--- src/rtl/arb2_rr_reg_if.sv ---
// Valid/ready bundle for the two arbiter sources and the registered output.
interface arb2_rr_reg_if #(
    parameter int unsigned BW_DATA = 4
);
    logic               i_in0_valid;
    logic               o_in0_ready;
    logic [BW_DATA-1:0] i_in0;
    logic               i_in1_valid;
    logic               o_in1_ready;
    logic [BW_DATA-1:0] i_in1;
    logic               o_out_valid;
    logic               i_out_ready;
    logic [BW_DATA-1:0] o_out;
    logic               o_sel;

    // Arbiter side
    modport slave (
        input  i_in0_valid, i_in0, i_in1_valid, i_in1, i_out_ready,
        output o_in0_ready, o_in1_ready, o_out_valid, o_out, o_sel
    );

    // Environment side: sources and sink
    modport master (
        output i_in0_valid, i_in0, i_in1_valid, i_in1, i_out_ready,
        input  o_in0_ready, o_in1_ready, o_out_valid, o_out, o_sel
    );
endinterface

--- src/rtl/arb2_rr_reg.sv ---
// Two-input round-robin arbiter feeding a one-entry registered output stage.
module arb2_rr_reg #(
    parameter int unsigned BW_DATA = 4
) (
    input  logic           i_clk,
    input  logic           i_rstn,
    arb2_rr_reg_if.slave   bus
);
    typedef enum logic {EMPTY = 1'b0, FULL = 1'b1} state_t;

    state_t             state;
    state_t             state_nxt;
    logic               r_last;
    logic [BW_DATA-1:0] r_out;
    logic               r_sel;

    logic               load_en;
    logic               grant_valid;
    logic               grant;
    logic               accept;

    // Output stage can take a word when empty or when the sink drains it now
    assign load_en     = (state == EMPTY) || bus.i_out_ready;
    assign grant_valid = bus.i_in0_valid || bus.i_in1_valid;
    // Tie goes to the source not granted last; otherwise the lone requester
    assign grant       = (bus.i_in0_valid && bus.i_in1_valid) ? ~r_last : bus.i_in1_valid;
    assign accept      = load_en && grant_valid;

    // State register
    always_ff @(posedge i_clk or negedge i_rstn) begin
        if (!i_rstn) begin
            state <= EMPTY;
        end else begin
            state <= state_nxt;
        end
    end

    // Next-state: accept fills, drain without refill empties, stall holds
    always_comb begin
        state_nxt = state;
        if (accept) begin
            state_nxt = FULL;
        end else if (load_en) begin
            state_nxt = EMPTY;
        end
    end

    // Data, select and fairness pointer update only on an accept
    always_ff @(posedge i_clk or negedge i_rstn) begin
        if (!i_rstn) begin
            r_out  <= BW_DATA'(0);
            r_sel  <= 1'b0;
            r_last <= 1'b1;
        end else if (accept) begin
            r_out  <= grant ? bus.i_in1 : bus.i_in0;
            r_sel  <= grant;
            r_last <= grant;
        end
    end

    // Outputs: readies follow the grant; held during reset
    always_comb begin
        bus.o_in0_ready = 1'b0;
        bus.o_in1_ready = 1'b0;
        if (i_rstn && load_en) begin
            bus.o_in0_ready = (grant == 1'b0) && bus.i_in0_valid;
            bus.o_in1_ready = (grant == 1'b1) && bus.i_in1_valid;
        end
        bus.o_out_valid = (state == FULL);
        bus.o_out       = r_out;
        bus.o_sel       = r_sel;
    end
endmodule

--- src/flat_wrapper.sv ---
// flat-port wrapper written by rule: the top's interface ports become plain ports
module arb2_rr_reg_flat 
#(
    parameter int unsigned BW_DATA = 4
)
  (i_clk, i_rstn, bus_i_in0_valid, bus_i_in0, bus_i_in1_valid, bus_i_in1, bus_i_out_ready, bus_o_in0_ready, bus_o_in1_ready, bus_o_out_valid, bus_o_out, bus_o_sel);
  arb2_rr_reg_if #(.BW_DATA(BW_DATA)) bus_i ();
  input  logic i_clk;
  input  logic i_rstn;
  input wire logic [$bits(bus_i.i_in0_valid)-1:0] bus_i_in0_valid;
  input wire logic [$bits(bus_i.i_in0)-1:0] bus_i_in0;
  input wire logic [$bits(bus_i.i_in1_valid)-1:0] bus_i_in1_valid;
  input wire logic [$bits(bus_i.i_in1)-1:0] bus_i_in1;
  input wire logic [$bits(bus_i.i_out_ready)-1:0] bus_i_out_ready;
  output wire logic [$bits(bus_i.o_in0_ready)-1:0] bus_o_in0_ready;
  output wire logic [$bits(bus_i.o_in1_ready)-1:0] bus_o_in1_ready;
  output wire logic [$bits(bus_i.o_out_valid)-1:0] bus_o_out_valid;
  output wire logic [$bits(bus_i.o_out)-1:0] bus_o_out;
  output wire logic [$bits(bus_i.o_sel)-1:0] bus_o_sel;
  assign bus_i.i_in0_valid = bus_i_in0_valid;
  assign bus_i.i_in0 = bus_i_in0;
  assign bus_i.i_in1_valid = bus_i_in1_valid;
  assign bus_i.i_in1 = bus_i_in1;
  assign bus_i.i_out_ready = bus_i_out_ready;
  assign bus_o_in0_ready = bus_i.o_in0_ready;
  assign bus_o_in1_ready = bus_i.o_in1_ready;
  assign bus_o_out_valid = bus_i.o_out_valid;
  assign bus_o_out = bus_i.o_out;
  assign bus_o_sel = bus_i.o_sel;
  arb2_rr_reg #(.BW_DATA(BW_DATA)) u_core (.i_clk(i_clk), .i_rstn(i_rstn), .bus(bus_i));
endmodule
--- config.mk ---
export PLATFORM = sky130hd
export DESIGN_NAME = arb2_rr_reg_flat
export DESIGN_NICKNAME = d
export VERILOG_FILES = /design/src/rtl/arb2_rr_reg_if.sv /design/src/rtl/arb2_rr_reg.sv /design/src/flat_wrapper.sv
export SDC_FILE = /design/constraint.sdc
export NUM_CORES = 1
export LEC_CHECK = 0
export ABC_AREA = 1
export BUFFER_PORTS_ARGS = -buffer_cell sky130_fd_sc_hd__buf_2
export CAP_MARGIN = 20
export CORE_AREA = 2 2 39 41
export DETAILED_ROUTE_END_ITERATION = 12
export DIE_AREA = 0 0 41 43
export GPL_ROUTABILITY_DRIVEN = 0
export PLACE_DENSITY_LB_ADDON = 0.08
export SYNTH_ARGS = -nofsm -noshare
export SYNTH_HDL_FRONTEND = slang
export SYNTH_SLANG_ARGS = --single-unit
--- constraint.sdc ---
create_clock -name i_clk -period 1.04 [get_ports i_clk]
set_input_delay 0.104 -clock i_clk [delete_from_list [all_inputs] [get_ports i_clk]]
set_output_delay 0.104 -clock i_clk [all_outputs]
set_load 0.05 [all_outputs]
==> summary by stage <==
Detailed routing
The sum of met2 wire segment lengths after detailed routing is 447 um. Wires add up to 947 um. The number of nets still failing antenna checks after routing is 0. The routed length on met3 is ~47 um. The number of DRC violations after detailed routing is 0. The detailed router put a total of roughly 450 um of wire on met1. In the routed layout, each cell is associated on average with a via count of 4.02. For this block, the initial DRC count from the detailed router was 11. The highest metal layer with signal wires is met3. The pre-antenna-repair detailed-routing pass consisted of 4 iterations. Dividing the detail-routed wire length by the instance count gives approximately 9.4 um. The number of vias after detailed routing is 406.

Cells and area
The repair_antennas step left the layout with diodes totalling 0. The finished cells cover between 600 and 700 um^2. Of the cells placed in the final design, the portion with a size suffix greater than 1 is 51.8%.

Leaving out filler cells and counting taps, the final layout contains 101. In the layout the commonest cells are 18 x sky130_fd_sc_hd__nand2_1, 18 x sky130_fd_sc_hd__buf_2, 10 x sky130_fd_sc_hd__inv_1. The growth of design area from synthesis to finish is 74.9%. After filler insertion, the fill cell instance count of the layout stands at 153. After the last flow step, the layout net total stands at 99.

Global route
The leftover overflow at the end of global routing is 0. For this run, the total global-route usage over all layers was measured as about an eighth. The number of global-route vias before repair is 360. The initial antenna violation count is 0. The first global-routing pass estimated roughly 1.5 mm of wire. Entering global routing, the biggest net connects 8 pins.

Status
The flow ran to the end, but the final reports show violations. The final reports fail on setup timing.

Flow run
The number of max-cap violations is 0.

Placement
The port buffer count is 20. The number of placed instances with taps included is 96. Detailed placement finished with a half-perimeter wire length of 731 um. Timing analysis after detailed placement gives a worst setup slack of -129 ps. Summing all placed instances gives a cell area of 578 um^2.

Power and ir drop
Of the total power, the clock network draws 25.7%. Of the total power, the share spent switching nets is 38.7%. The combinational share of power is roughly two fifths. For this design the static power due to leakage is between 0.3 and 0.4 nW. The power share of the sequential group is 35.9%. IR analysis of the VDD net gives a maximum drop of 0.456 mV. The net load switching power is 0.000365 W.

The internal power component is 0.000578 W. Power spread over the standard cell area amounts to 1440 nW/um^2.

Synth
The synthesized flop and latch total is 7. The post-synth net total is 67. The gate count after technology mapping is 54.

The total of warnings raised by yosys is 0. The proportion of synthesized chip area in sequential cells is 47.2%. The cell area after synthesis is 374 um^2. Averaged over all synthesized cells, the footprint is slightly below 7 um^2. The distinct cell type count of the synthesized netlist is 9.

CTS
Clock-pin slew was measured on the worst setup and hold paths at 50 ps. The count of clock tree sinks is 7. The clock root buffer is sky130_fd_sc_hd__clkbuf_4.

The clock tree from TritonCTS is done. The number of clock buffers added by TritonCTS is 3. The maximum number of buffers from clock root to sink is 2. Buffers added to address setup during post-CTS repair amount to 0. The clock latency on the worst-skew pair is 250 ps. The H-tree level count is 1.

Min path
The worst min-delay path class is in -> reg. The worst hold path was traced through 3 stages.

Timing
In this run the tightest slew margin relative to its limit is 83.6%. For the final database, setup skew stands at 2.63 ps. Once routing completed, OpenROAD measured the worst setup slack at -288 ps. Setup repair after global routing could not meet its margin everywhere. Subtracting the final worst setup slack from the clock period gives 1330 ps. Based on the critical path, the design can be clocked at up to between 700 and 800 MHz. The post-route fraction of the period consumed by the critical path is 128%.

The actual slew at the worst max-slew pin is 247 ps. The setup TNS is -748 ps. The final count of pins violating max slew was 0. Setup violations remaining at the end of the flow were counted as 6. The hold violation total from the final report is 0.

Critical path
The number of cells on the worst reg-to-reg path is 6. The startpoint type of the worst setup path is a flop. The startpoint identified for the worst register-to-register timing path is u_core.r_last. In this run the worst setup path begins at u_core.r_last. At the worst endpoint, the required time is 940 ps. In this run the worst path has a maximum fanout of 3. Following the worst setup path forward leads to its endpoint at bus_o_in0_ready. STA classifies the critical path endpoint as an output port. The internal reg-to-reg setup slack is -50 ps. The worst register-to-register path ends at u_core.bus.o_out[1]. Data on the critical path arrives at its endpoint at 1220 ps. The critical path is of the reg -> out type.

Floorplanning
The floorplan has 14 rows. The y dimension of the die is 43 um. The die outline area is 1760 um^2. The total area inside the core boundary comes to 1380 um^2. The starting utilization of the core area is 27.0%. The total I/O pin count is 21. In this run the horizontal extent of the chip is around 40 um.
==> kinds of logic after synthesis <==
kind of cell | Yosys count | share of synthesized area [%]
flops | 7 | 47.2
buf+inv | 11 | 11.0
simple gates | 36 | 41.8
==> Yosys cell counts <==
| library cell | instances | area (um^2) |
|---|---|---|
| sky130_fd_sc_hd__dfrtp_1 | 6 | 150 |
| sky130_fd_sc_hd__nor2_4 | 1 | 11.3 |
| sky130_fd_sc_hd__nor2_2 | 1 | 6.26 |
| sky130_fd_sc_hd__nor2_1 | 3 | 11.3 |
| sky130_fd_sc_hd__nand2_1 | 22 | 82.6 |
| sky130_fd_sc_hd__nand3_1 | 9 | 45.0 |
| sky130_fd_sc_hd__inv_1 | 10 | 37.5 |
| sky130_fd_sc_hd__inv_2 | 1 | 3.75 |
| sky130_fd_sc_hd__dfstp_2 | 1 | 26.3 |
==> state kept, by name (all words and copies together), names as in the netlist <==
name,flops
u_core.r_last,1
u_core.bus.o_sel,1
u_core.bus.o_out_valid,1
u_core.bus.o_out,4
==> power by group through the flow <==
stage	clock network, W	logic [W]	registers [W]
floorplan	0	0.000111	0.000458
global placement	0	0.000342	0.000341
detailed placement	0	0.000342	0.000343
CTS	0.000253	0.000357	0.000340
global route	0.000269	0.000390	0.000343
finish	0.000243	0.000362	0.000338
==> worst max-delay path: stages (launching register included) <==
cell and delay (ps):
sky130_fd_sc_hd__dfstp_2 550, sky130_fd_sc_hd__nand2_4 60, sky130_fd_sc_hd__nand2_4 80, sky130_fd_sc_hd__nand2_4 50, sky130_fd_sc_hd__nor2_4 90, sky130_fd_sc_hd__buf_8 150
==> area by class of cell <==
cell class | instances | area (um^2) | area share [%]
multi-input cells | 36 | 214 | 32.7
well taps | 16 | 20.0 | 3.06
clock buffers | 4 | 26.3 | 4.02
inverters | 11 | 41.3 | 6.31
repair buffers | 27 | 175 | 26.8
flip-flops and latches | 7 | 178 | 27.2
==> layer usage <==
layer,vias to the layer above,global-route usage (%)
li1,223,-
met1,168,17.6
met2,15,18.1
met3,0,1.57
met4,0,8.00
met5,-,0
==> through the flow <==
stage	hold WS (ps)	total power, W	utilization, %
final	155	0.000943	47.3
after global placement	35.4	0.000683	41.8
after CTS	150	0.000950	45.9
after detailed placement	34.4	0.000685	41.8
after global routing	162	0.00100	47.3
after floorplan	-192	0.000569	-
==> what timing repair did <==
item                       CTS  global route
setup endpoints to repair    6             7
hold buffers                 1             0
cloned                       0             0
hold endpoints to repair     7             0
pin swaps                    2             1
gates resized for setup      6             4
==> worst min path at each step <==
stage,from,to
final,bus_i_in1_valid,u_core.bus.o_out_valid
after global routing,bus_i_in1_valid,u_core.bus.o_out_valid
after CTS,bus_i_in1_valid,u_core.bus.o_out_valid
after detailed placement,i_rstn,u_core.bus.o_sel
after global placement,i_rstn,u_core.bus.o_sel
after floorplan,i_rstn,u_core.bus.o_out[0]
(Power assumes the default switching activity.)
